$ cat src/rtl/multicycle_controller.sv
// Multicycle RV32I control FSM: fetch/decode/exec/mem/writeback sequencing.
// Define RV_FP_LS_EN to route LOAD_FP/STORE_FP through the load/store path.
module multicycle_controller (
    input  logic       clk,
    input  logic       rst_n,
    input  logic [6:0] ir_opcode,
    input  logic       branch_taken,
    input  logic       mem_ready,
    output logic       mem_req,
    output logic       mem_we,
    output logic       mem_addr_sel,
    output logic       ir_we,
    output logic       pc_we,
    output logic [1:0] pc_src,
    output logic [1:0] alu_a_sel,
    output logic       alu_b_sel,
    output logic       rf_we,
    output logic [1:0] wb_sel,
    output logic       instret,
    output logic       illegal,
    output logic [2:0] state
);

    localparam logic [2:0] S_IDLE   = 3'd0;
    localparam logic [2:0] S_FETCH  = 3'd1;
    localparam logic [2:0] S_DECODE = 3'd2;
    localparam logic [2:0] S_EXEC   = 3'd3;
    localparam logic [2:0] S_MEM    = 3'd4;
    localparam logic [2:0] S_WB     = 3'd5;
    localparam logic [2:0] S_TRAP   = 3'd6;

    localparam logic [6:0] OPC_LOAD   = 7'b0000011;
    localparam logic [6:0] OPC_OP_IMM = 7'b0010011;
    localparam logic [6:0] OPC_AUIPC  = 7'b0010111;
    localparam logic [6:0] OPC_STORE  = 7'b0100011;
    localparam logic [6:0] OPC_OP     = 7'b0110011;
    localparam logic [6:0] OPC_LUI    = 7'b0110111;
    localparam logic [6:0] OPC_BRANCH = 7'b1100011;
    localparam logic [6:0] OPC_JALR   = 7'b1100111;
    localparam logic [6:0] OPC_JAL    = 7'b1101111;

    logic [2:0] state_q, state_d;
    logic is_load, is_store, is_opimm, is_auipc, is_op;
    logic is_lui, is_branch, is_jalr, is_jal, is_legal;
    logic alu_hold;

`ifdef RV_FP_LS_EN
    localparam logic [6:0] OPC_LOAD_FP  = 7'b0000111;
    localparam logic [6:0] OPC_STORE_FP = 7'b0100111;
    assign is_load  = (ir_opcode == OPC_LOAD) || (ir_opcode == OPC_LOAD_FP);
    assign is_store = (ir_opcode == OPC_STORE) || (ir_opcode == OPC_STORE_FP);
`else
    assign is_load  = (ir_opcode == OPC_LOAD);
    assign is_store = (ir_opcode == OPC_STORE);
`endif

    assign is_opimm  = (ir_opcode == OPC_OP_IMM);
    assign is_auipc  = (ir_opcode == OPC_AUIPC);
    assign is_op     = (ir_opcode == OPC_OP);
    assign is_lui    = (ir_opcode == OPC_LUI);
    assign is_branch = (ir_opcode == OPC_BRANCH);
    assign is_jalr   = (ir_opcode == OPC_JALR);
    assign is_jal    = (ir_opcode == OPC_JAL);
    assign is_legal  = is_load | is_store | is_opimm | is_auipc | is_op
                     | is_lui | is_branch | is_jalr | is_jal;

    always_comb begin
        state_d = state_q;
        unique case (state_q)
            S_IDLE:   state_d = S_FETCH;
            S_FETCH:  if (mem_ready) state_d = S_DECODE;
            S_DECODE: state_d = is_legal ? S_EXEC : S_TRAP;
            S_EXEC: begin
                if (is_load || is_store) state_d = S_MEM;
                else if (is_branch)      state_d = S_FETCH;
                else                     state_d = S_WB;
            end
            S_MEM:    if (mem_ready) state_d = is_load ? S_WB : S_FETCH;
            S_WB:     state_d = S_FETCH;
            S_TRAP:   state_d = S_TRAP;
            default:  state_d = S_IDLE;
        endcase
    end

    always_ff @(posedge clk or negedge rst_n) begin
        if (!rst_n) state_q <= S_IDLE;
        else        state_q <= state_d;
    end

    // ALU selects stay at their EXEC value so the result is stable in MEM/WB
    assign alu_hold = (state_q == S_EXEC) || (state_q == S_MEM)
                   || (state_q == S_WB);

    always_comb begin
        mem_req      = 1'b0;
        mem_we       = 1'b0;
        mem_addr_sel = 1'b0;
        ir_we        = 1'b0;
        pc_we        = 1'b0;
        pc_src       = 2'd0;
        alu_a_sel    = 2'd0;
        alu_b_sel    = 1'b0;
        rf_we        = 1'b0;
        wb_sel       = 2'd0;
        instret      = 1'b0;
        illegal      = 1'b0;
        if (alu_hold) begin
            if (is_opimm || is_load || is_store || is_jalr) begin
                alu_b_sel = 1'b1;
            end else if (is_auipc) begin
                alu_a_sel = 2'd1;
                alu_b_sel = 1'b1;
            end else if (is_lui) begin
                alu_a_sel = 2'd2;
                alu_b_sel = 1'b1;
            end
        end
        unique case (state_q)
            S_FETCH: begin
                mem_req = 1'b1;
                ir_we   = mem_ready;
            end
            S_EXEC: begin
                if (is_branch) begin
                    pc_we   = 1'b1;
                    pc_src  = branch_taken ? 2'd1 : 2'd0;
                    instret = 1'b1;
                end
            end
            S_MEM: begin
                mem_req      = 1'b1;
                mem_addr_sel = 1'b1;
                mem_we       = is_store;
                if (is_store && mem_ready) begin
                    pc_we   = 1'b1;
                    instret = 1'b1;
                end
            end
            S_WB: begin
                rf_we   = 1'b1;
                pc_we   = 1'b1;
                instret = 1'b1;
                if (is_load)               wb_sel = 2'd1;
                else if (is_jal || is_jalr) wb_sel = 2'd2;
                if (is_jal)       pc_src = 2'd1;
                else if (is_jalr) pc_src = 2'd2;
            end
            S_TRAP:  illegal = 1'b1;
            default: ;
        endcase
    end

    assign state = state_q;

endmodule

$ cat config.mk
export PLATFORM = sky130hd
export DESIGN_NAME = multicycle_controller
export DESIGN_NICKNAME = d
export VERILOG_FILES = /design/src/rtl/multicycle_controller.sv
export SDC_FILE = /design/constraint.sdc
export NUM_CORES = 1
export LEC_CHECK = 0
export ABC_CLOCK_PERIOD_IN_PS = 2300
export CORE_AREA = 2 2 39 41
export DETAILED_ROUTE_END_ITERATION = 8
export DIE_AREA = 0 0 41 43
export PLACE_DENSITY = 0.71
export SYNTH_ARGS = -nofsm -noshare
export SYNTH_HDL_FRONTEND = slang
export SYNTH_SLANG_ARGS = --single-unit
$ cat constraint.sdc
create_clock -name clk -period 2.3 [get_ports clk]
set_input_delay 0.46 -clock clk [delete_from_list [all_inputs] [get_ports clk]]
set_output_delay 0.46 -clock clk [all_outputs]
set_load 0.02 [all_outputs]
# Word-level counts from Yosys, hierarchy flattened
# Cells that the tools add are included.
# totals
in_bits	11
out_inout_bits	18
wordCells	70
register_bits	3
# classes
eq_ne	17
muxes	32
bitwise	8
reduce_logical	12
# op_table
op	n
== test 7 x 6 -> 1 bit (second input constant)	3
== test 7 bit (second input constant)	3
two-way mux 2 bit	9
two-way mux 3 bit	6
case mux 3 bit (6 select lines)	1
== test 7 x 5 -> 1 bit (second input constant)	2
two-way mux 1 bit	14
== test 3 bit (second input constant)	3
OR 1 bit	8
== test 7 x 2 -> 1 bit (second input constant)	1
logical OR 1 bit	7
== test 3 x 2 -> 1 bit (second input constant)	2
inequality test 2 bit (second input constant)	2
case mux 2 bit (2 select lines)	1
OR reduction 2 bit	2
== test 3 x 1 -> 1 bit (second input constant)	1
logical NOT 3 bit	1
case mux 1 bit (3 select lines)	1
AND reduction 2 bit	1
logical AND 1 bit	1

# Logic depth before layout (Yosys ltp)
# Gate-level depths: netlist (run 1).
# logic_depth
word_depth	11
ltp_mapped	5
mapped_depth_nobuf	4

# Least setup slack after synthesis (run 1)
# No wires, ideal clock.
# synth_path
kind	flip-flop to output port
start	register state_q[0] (netlist: state[0])
end	output pc_we
n_path_buf	1
required_ns	1.840
stages_incl_launch_ff	6
path_slack_ns	0.011
arrival_time_ns	1.829
path_cell_list	dfrtp_1 -> nand2b_1 -> nor2_1 -> and3_1 -> a211o_1 -> buf_4
# synth_via
elab_chain_len	2
elab_cells_between_ends	4
classes_between	eq/ne (3); mux (1)
# synth_lines
element	line	source
start: declaration	42	logic [2:0] state_q, state_d;
start signal: assignment	87	else state_q <= state_d;
== test 3 bit or == test 3 x 2 -> 1 bit (tied branches)	--	
case mux 1 bit (3 select lines) (*)	--	
end: declaration	13	output logic pc_we,
# Every way passes the cells marked *; elsewhere a longest branch is shown, timed or not.

# Final worst setup path (run 1)
# layout_path
start	input ir_opcode[2]
end	output instret
# layout_via
elab_chain_len	4
elab_cells_between_ends	6
classes_between	eq/ne (2); mux (3); reduce/logical (1)
# layout_lines
element	line	source
start: declaration	6	input logic [6:0] ir_opcode,
== test 7 x 6 -> 1 bit	54	assign is_store = (ir_opcode == OPC_STORE);
logical AND 1 bit	134	if (is_store && mem_ready) begin
two-way mux 1 bit	134	
case mux 1 bit (3 select lines) (*)	118	unique case (state_q)
end: declaration	19	output logic instret,
# Marks and branches as above.

==> flow_summary.yaml, run 1 <==
outcome:
  status: "completed"
worst_setup_path:
  critical_path.endpoint_type: "output port"
  crit_family: "buffers and inverters"
  timing.critical_path.mode_cell: "sky130_fd_sc_hd__buf_4"
  critical_path_required_ps: 1840
  path_class: "input port to output port"
  worst-path-max-fanout: 3
  cpPeakStageDelay_ps: 490
  crit_path_cell_trace: "clkdlybuf4s50_1, nor2_1, buf_4, and3_2, a211o_1, buf_4"
  critPathBufInv: 3
  crit_path_top_delay_cell: "sky130_fd_sc_hd__clkdlybuf4s50_1"
  crit_path_launch_type: "input port"
  worst_ep_arrival_time_ps: 1780
power_and_ir_drop:
  report.power.total_uw: 640
  ir_drop_uv: 566
  power.static_leakage_nw: 0.398
  powerDensity_nw_per_um2: 800
route:
  drt_first_pass_iters: 4
  detail_route.drc_violations: 0
  total_wire_length_after_detailed_routing_um: 1350
  post_drt_via_cell_ratio: 4.88
  routedWlPerCell_um: 11.6
  route.antenna.remaining_nets: 0
  drtIter0Drc: 3
  num_vias: 571
final_layout:
  area_growth_pct: 107
  num-nets-final: 113
  final_common_cell: "sky130_fd_sc_hd__buf_4"
  n_antenna_cell: 0
  largest_register_ffs: 3
  post-route-cell-area_um2: 801
  num-fill-cells: 142
  post_route_cells_drive_above_1_share_pct: 35.6
  post-route-util_pct: 57.9
  final_cell_mix: "sky130_fd_sc_hd__buf_4 (20), sky130_fd_sc_hd__clkdlybuf4s50_1 (14), sky130_fd_sc_hd__nor2_1 (6), sky130_fd_sc_hd__nand2b_1 (5), sky130_fd_sc_hd__buf_2 (5)"
floorplanning:
  die-height_um: 43
  ioPinCount: 29
  fp.dieArea_um2: 1760
  initial_core_util_pct: 27.9
  die-width_um: 41
  placementRows: 14
  floorplan.core_area_um2: 1380
timing:
  fmax_ghz: 0.446
  max-slew-margin-rel_pct: 76.3
  final_report_setup_violation_count: 0
  hold-worst-slack_ps: 399
  fin_skew_ps: 4.75
  post-route-min-period_ps: 2240
  report.final.slew_viol_count: 0
  setup_repair_after_global_routing_missed_its_margin: "yes"
  timing_hold_violations_final: 0
  totalNegativeSetupSlack_ps: 0
  worst-slew-pin-transition_ps: 355
  fin_crit_sh_pct: 97.4
job:
  drv.max_cap_violation_count: 0
clock_tree:
  clk-insertion-delay-late_ps: 240
  tritoncts_num_sinks: 3
  clockBufferDepth: 2
  clock_tree_from_tritoncts: "yes"
  root_buffer: "sky130_fd_sc_hd__clkbuf_4"
  cts.htree.levels: 1
  clk_transition_reported_paths_ps: 40
  post-cts-setup-buffers: 0
  number_of_buffers_added_by_the_clock_tree_synthesis_step: 3
grt:
  grt_usage_pct: 16.9
  met2_usage_pct: 24.4
  grt_busiest_layer: "met2"
  initial_antenna_violation_count: 0
  grt.met3_usage_pct: 8.38
  grt_overflow_total: 0
  grt_pass1_vias: 487
  grt_start_max_net_pins: 8
  grt_pass1_wl_um: 2010
  global_route.usage.met1_pct: 22.0
synthesis:
  synth_cells: 54
  syn-num-nets: 65
  ys_seq_area_share_pct: 19.4
  synth_cell_type_count: 25
  dominantRegCellSynth: "sky130_fd_sc_hd__dfrtp_1"
  yosysWarnings: 0
  ys_seq_elements: 3
  post_synth.cell_area_avg_um2: 7.16
  synth_edf_count: 0
  async_flop_share_pct: 100
  synth_area_um2: 387
place:
  routabilityCongestion: 0.816
  dpl.hpwl_um: 1060
  placedInstanceArea_um2: 803
  port_buffer_cells: 28
hold_path:
  hp-class: "input port to asynchronous set/reset pin"
[metrics by stage]
| step | cells | setup slack [ps] |
|---|---|---|
| floorplan | 54 | 10.7 |
| global placement | 113 | -443 |
| detailed placement | 113 | -431 |
| CTS | 117 | -40.8 |
| global route | 117 | -5.89 |
| finish | 117 | 59.1 |
[cells in the mapped netlist (2+ instances only)]
library cell	instances	area, um2
sky130_fd_sc_hd__a221oi_1	2	17.5
sky130_fd_sc_hd__o21ai_0	2	10.0
sky130_fd_sc_hd__nand2b_1	5	31.3
sky130_fd_sc_hd__and3_2	2	15.0
sky130_fd_sc_hd__a211o_1	2	17.5
sky130_fd_sc_hd__nor2b_1	4	25.0
sky130_fd_sc_hd__inv_1	2	7.51
sky130_fd_sc_hd__nand3_1	3	15.0
sky130_fd_sc_hd__nor4_1	2	12.5
sky130_fd_sc_hd__dfrtp_1	3	75.1
sky130_fd_sc_hd__and3_1	3	18.8
sky130_fd_sc_hd__nand2_1	5	18.8
sky130_fd_sc_hd__a21oi_1	2	10.0
sky130_fd_sc_hd__nor2_1	6	22.5
[where the power goes]
group          internal (mW)  switching (mW)  total (mW)
registers             0.0756          0.0233      0.0989
clock network         0.0654          0.0329      0.0982
logic                  0.220           0.223       0.443
total                  0.361           0.279       0.640
[per-layer routing]
| metal | routed length, um | vias up |
|---|---|---|
| met5 | 0 | - |
| met2 | 611 | 27 |
| met4 | 0 | 0 |
| li1 | - | 290 |
| met3 | 135 | 0 |
| met1 | 607 | 254 |
[layout make-up]
| type | instances | area (um2) | area share, % |
|---|---|---|---|
| Inverter | 3 | 11.3 | 1.41 |
| Timing Repair Buffer | 45 | 372 | 46.4 |
| Tap cell | 16 | 20.0 | 2.50 |
| Clock buffer | 4 | 26.3 | 3.28 |
| Sequential cell | 3 | 75.1 | 9.38 |
| Multi-Input combinational cell | 46 | 297 | 37.0 |
[cells by family (layout without fill, tap and decap cells)]
logic type / count (synthesis) / count (layout) / share of synthesized area, %
flip-flops: 3 / 3 / 19.4
buffers and inverters: 5 / 52 / 5.82
AO/OA/AOI/OAI: 12 / 12 / 22.0
AND/OR/NAND/NOR: 34 / 34 / 52.7
[final timing paths]
path,end,slack (ps),start,cells past startpoint
max,instret,60,ir_opcode[2],6
min,state[2],400,rst_n,1
max reg2reg,state[0],1020,state[0],4
min reg2reg,state[0],600,state[2],2
max in group asynchronous,state[0],1750,rst_n,1
min in group clk,state[0],600,state[2],2
[repair_timing]
action / 4_1_cts / 5_1_grt
pin swaps: 1 / 2
endpoints found under the setup margin: 11 / 6
hold buffers: 0 / 0
cloned: 0 / 0
resized for setup: 40 / 8
(Power assumes the default switching activity.)
==> run 2: changes to the inputs <==
- CORE_AREA: 2 2 39 41 -> 3 3 40 42
- DIE_AREA: 0 0 41 43 -> 0 0 43 45
==> flow_summary.yaml, run 2 (synthesized netlist as in run 1, its figures left out) <==
outcome:
  status: "completed"
worst_setup_path:
  worst_ep_arrival_time_ps: 1800
  rr_startpoint: "state[0]"
  crit_path_launch_type: "input port"
  path_class: "input port to output port"
  crit_family: "buffers and inverters"
  worst-path-stages: 5
  critical_path.endpoint_type: "output port"
  critical_path_required_ps: 1840
  cpPeakStageDelay_ps: 500
  crit_path_end: "pc_src[0]"
  worstRegToRegCells: 4
  critPathBufInv: 2
  worst-path-max-fanout: 4
  crit_path_start: "ir_opcode[5]"
  worst-r2r-setup-slack_ps: 1070
  crit_path_top_delay_cell: "sky130_fd_sc_hd__clkdlybuf4s50_1"
  crit_path_cell_trace: "clkdlybuf4s50_1, nand2_1, nor3_4, a21boi_0, dlygate4sd1_1"
  critical_path.reg2reg.endpoint: "state[0]"
timing:
  max-slew-margin-rel_pct: 77.4
  report.final.slew_viol_count: 0
  timing_hold_violations_final: 0
  fmax_ghz: 0.442
  post-route-min-period_ps: 2260
  fin_skew_ps: 5.13
  final_report_setup_violation_count: 0
  worst-slew-pin-transition_ps: 340
  hold-worst-slack_ps: 398
  timing.final.ws_setup_ps: 39.6
  fin_crit_sh_pct: 98.3
floorplanning:
  die-width_um: 43
  ioPinCount: 29
  die-height_um: 45
  initial_core_util_pct: 30.1
  floorplan.core_area_um2: 1280
  placementRows: 13
  fp.dieArea_um2: 1940
clock_tree:
  clk-insertion-delay-late_ps: 240
  root_buffer: "sky130_fd_sc_hd__clkbuf_4"
  cts.htree.levels: 1
  number_of_buffers_added_by_the_clock_tree_synthesis_step: 3
  tritoncts_num_sinks: 3
  clk_transition_reported_paths_ps: 40
  clock_tree_from_tritoncts: "yes"
  clockBufferDepth: 2
power_and_ir_drop:
  power.static_leakage_nw: 0.457
  powerDensity_nw_per_um2: 773
  report.power.total_uw: 651
  ir_drop_uv: 543
final_layout:
  post_route_cells_drive_above_1_share_pct: 36.9
  final_cell_mix: "sky130_fd_sc_hd__buf_4 (19), sky130_fd_sc_hd__clkdlybuf4s50_1 (11), sky130_fd_sc_hd__nand2b_1 (5), sky130_fd_sc_hd__nor2_1 (5), sky130_fd_sc_hd__buf_2 (5)"
  final_common_cell: "sky130_fd_sc_hd__buf_4"
  area_growth_pct: 118
  num-nets-final: 115
  post-route-util_pct: 65.5
  n_antenna_cell: 0
  largest_register_ffs: 3
route:
  route.antenna.remaining_nets: 0
  drt_first_pass_iters: 4
  num_vias: 591
  routedWlPerCell_um: 12.7
  post_drt_via_cell_ratio: 5.01
  drtIter0Drc: 10
  detail_route.drc_violations: 0
  total_wire_length_after_detailed_routing_um: 1500
grt:
  grt_pass1_wl_um: 2380
  initial_antenna_violation_count: 0
  grt_usage_pct: 16.6
  grt_pass1_vias: 544
  grt_overflow_total: 0
  grt_start_max_net_pins: 9
hold_path:
  hp-class: "input port to asynchronous set/reset pin"
job:
  drv.max_cap_violation_count: 0
place:
  dpl.hpwl_um: 1160
  pre_cts_setup_slack_ps: -441
  routabilityCongestion: 0.827
  port_buffer_cells: 28
==> run 2: cell types whose count changed in the layout (fill, tap and decap cells not counted), sizes merged <==
cell,change
dlymetal6s2s,+4
dlygate4sd1,+1
clkdlybuf4s15,-1
buf,+1
clkdlybuf4s50,-3
==> run 2: worst reg2reg max path, delay by kind of cell, from the launching register on <==
family | cells | cell delay (ps)
flops | 1 | 370
compound gates | 2 | 400
simple gates | 1 | 160
buf+inv | 1 | 160
==> run 2: power breakdown <==
part           switching (mW)  internal [mW]  leakage [nW]
Sequential             0.0121         0.0757        0.0365
Clock                  0.0289         0.0651        0.0150
Combinational           0.239          0.230         0.406
Total                   0.280          0.371         0.457
==> run 2: layer usage <==
layer / part of all wire, % / track usage, %
met1: 45 / 21.0
met2: 43 / 25.7
met3: 8.6 / 1.99
met4: 2.7 / 12.7
met5: 0 / 0
==> run 2: worst min-delay path by stage <==
stage,startpoint,endpoint,slack (ps),depth (start not counted)
CTS,rst_n,state[2],400,1
global placement,state[2],state[0],590,2
global route,rst_n,state[2],400,1
finish,rst_n,state[2],400,1
detailed placement,state[2],state[0],600,2
floorplan,rst_n,state[0],160,0
==> run 2: repair_timing <==
item                       in CTS  in global routing
pin swaps                       1                  6
setup endpoints to repair      11                  8
buffers inserted                0                  1
gates cloned                    0                  0
hold endpoints to repair        0                  0
hold buffers                    0                  0
gates resized for setup        40                 12
==> run 2: area by class of cell <==
cell class | instances | area [um2]
fillers | 124 | 443
multi-input cells | 46 | 305
flip-flops and latches | 3 | 75.1
repair buffers | 47 | 405
inverters | 3 | 11.3
clock buffers | 4 | 26.3
well taps | 15 | 18.8
==> run 2: per-stage QoR <==
step / area, um2 / cells / TNS, ps
after floorplan: 387 / 54 / 0
after global placement: 810 / 113 / -3650
after detailed placement: 810 / 113 / -3950
after CTS: 805 / 117 / -4.99
after global routing: 842 / 118 / -39.1
final: 842 / 118 / 0
==> run 3: changes to the inputs <==
- PLACE_DENSITY: 0.71 -> 0.72
==> flow_summary.yaml, run 3 (synthesized netlist as in run 1, its figures left out) <==
timing:
  timing_hold_violations_final: 0
  worst-slew-pin-transition_ps: 330
  hold-worst-slack_ps: 407
  final_report_setup_violation_count: 0
  timing.final.ws_setup_ps: 120
  fin_skew_ps: 2.84
  report.final.slew_viol_count: 0
  fmax_ghz: 0.459
  post-route-min-period_ps: 2180
  fin_crit_sh_pct: 94.8
  max-slew-margin-rel_pct: 78.0
  setup_repair_after_global_routing_missed_its_margin: "no"
place:
  pre_cts_setup_slack_ps: -447
  routabilityCongestion: 0.749
  dpl.hpwl_um: 1140
  port_buffer_cells: 28
final_layout:
  post_route_cells_drive_above_1_share_pct: 38.5
  regArea_um2: 75.1
  n_antenna_cell: 0
  multi_input_comb_area_um2: 302
  final_cell_mix: "sky130_fd_sc_hd__buf_4 (20), sky130_fd_sc_hd__clkdlybuf4s50_1 (10), sky130_fd_sc_hd__nand2b_1 (5), sky130_fd_sc_hd__dlymetal6s2s_1 (5), sky130_fd_sc_hd__buf_2 (5)"
  largest_register_ffs: 3
  area_growth_pct: 120
  num-fill-cells: 118
  num-nets-final: 116
  final_common_cell: "sky130_fd_sc_hd__buf_4"
grt:
  grt_busiest_layer: "met2"
  grt_overflow_total: 0
  met2_usage_pct: 24.6
  initial_antenna_violation_count: 0
  grt.met3_usage_pct: 4.78
  grt_pass1_vias: 549
  grt_pass1_wl_um: 2420
  global_route.usage.met1_pct: 22.7
  grt_start_max_net_pins: 9
  grt_usage_pct: 16.7
route:
  drtIter0Drc: 5
  routedWlPerCell_um: 12.5
  post_drt_via_cell_ratio: 4.99
  drt_first_pass_iters: 4
  detail_route.drc_violations: 0
  num_vias: 594
  total_wire_length_after_detailed_routing_um: 1490
  route.antenna.remaining_nets: 0
power_and_ir_drop:
  power.switching_fraction_pct: 43.1
  power_frac_clock_pct: 14.4
  ir_drop_uv: 568
  powerDensity_nw_per_um2: 770
  combinationalPowerShare_pct: 71.4
  power.static_leakage_nw: 0.460
  intPower_uw: 373
  seq_power_share_pct: 14.2
  power.net_switching_uw: 282
hold_path:
  hp-class: "input port to asynchronous set/reset pin"
worst_setup_path:
  critical_path.endpoint_type: "output port"
  crit_path_launch_type: "input port"
  critical_path_required_ps: 1840
  worst_ep_arrival_time_ps: 1720
  worst-path-max-fanout: 2
  path_class: "input port to output port"
clock_tree:
  root_buffer: "sky130_fd_sc_hd__clkbuf_4"
  clockBufferDepth: 2
  cts.htree.levels: 1
  clock_tree_from_tritoncts: "yes"
  tritoncts_num_sinks: 3
  number_of_buffers_added_by_the_clock_tree_synthesis_step: 3
  clk_transition_reported_paths_ps: 40
  post_cts_hold_buffer_count: 0
  clk-insertion-delay-late_ps: 240
floorplanning:
  fp.dieArea_um2: 1940
  placementRows: 13
  initial_core_util_pct: 30.1
  die-height_um: 45
  ioPinCount: 29
  die-width_um: 43
  floorplan.core_area_um2: 1280
job:
  drv.max_cap_violation_count: 0
outcome:
  status: "completed"
[run 3: cell count changes in the layout (fill, tap and decap cells not counted)]
cell                              previous run  this run
sky130_fd_sc_hd__clkdlybuf4s50_1            11        10
sky130_fd_sc_hd__nor3_2                      0         1
sky130_fd_sc_hd__dlygate4sd1_1               1         0
sky130_fd_sc_hd__nor2_1                      5         4
sky130_fd_sc_hd__nor3_4                      1         0
sky130_fd_sc_hd__dlymetal6s2s_1              4         5
sky130_fd_sc_hd__nor2_2                      1         2
sky130_fd_sc_hd__buf_4                      19        20
sky130_fd_sc_hd__clkdlybuf4s15_1             0         1
[run 3: power groups by stage]
stage | clock [mW] | sequential [mW] | combinational (mW)
global placement | 0 | 0.0919 | 0.457
global route | 0.107 | 0.0973 | 0.502
floorplan | 0 | 0.137 | 0.187
CTS | 0.0984 | 0.0925 | 0.451
finish | 0.0941 | 0.0930 | 0.467
detailed placement | 0 | 0.0930 | 0.466
[run 3: routing by layer]
layer	share of wire (%)	wire [um]
met5	0	0
met4	1.0	15
met3	7.8	116
met2	45	678
met1	46	683
[run 3: worst paths after layout]
check | endpoint | cells past startpoint | start | slack (ps)
max | ir_we | 5 | mem_ready | 120
min | state[1] | 1 | rst_n | 410
max reg2reg | state[2] | 4 | state[0] | 1020
min reg2reg | state[0] | 2 | state[2] | 610
max in group asynchronous | state[0] | 1 | rst_n | 1750
min in group clk | state[0] | 2 | state[2] | 610
[run 3: worst max-delay path, cell delays in order]
cell,delay [ps]
sky130_fd_sc_hd__clkdlybuf4s50_1,490
sky130_fd_sc_hd__inv_1,60
sky130_fd_sc_hd__nor3_1,200
sky130_fd_sc_hd__and2_1,170
sky130_fd_sc_hd__dlygate4sd2_1,330
[run 3: repair_timing]
| item | in CTS | in global routing |
|---|---|---|
| pin swaps | 1 | 7 |
| buffers inserted | 1 | 1 |
| resized for setup | 40 | 13 |
| setup endpoints to repair | 11 | 7 |
[run 3: area by class of cell]
| cell class | count | area share [%] |
|---|---|---|
| Clock buffer | 4 | 3.09 |
| Tap cell | 15 | 2.21 |
| Inverter | 3 | 1.33 |
| Sequential cell | 3 | 8.84 |
| Multi-Input combinational cell | 46 | 35.5 |
| Timing Repair Buffer | 48 | 49.0 |
[run 3: through the flow]
stage | area (um2) | util [%] | total power, mW | TNS, ps | cells
floorplan | 387 | - | 0.325 | 0 | 54
finish | 850 | 66.1 | 0.655 | 0 | 119
global placement | 810 | 63.0 | 0.549 | -3560 | 113
detailed placement | 810 | 63.0 | 0.559 | -3750 | 113
CTS | 822 | 64.0 | 0.641 | 0 | 118
global route | 850 | 66.1 | 0.706 | 0 | 119
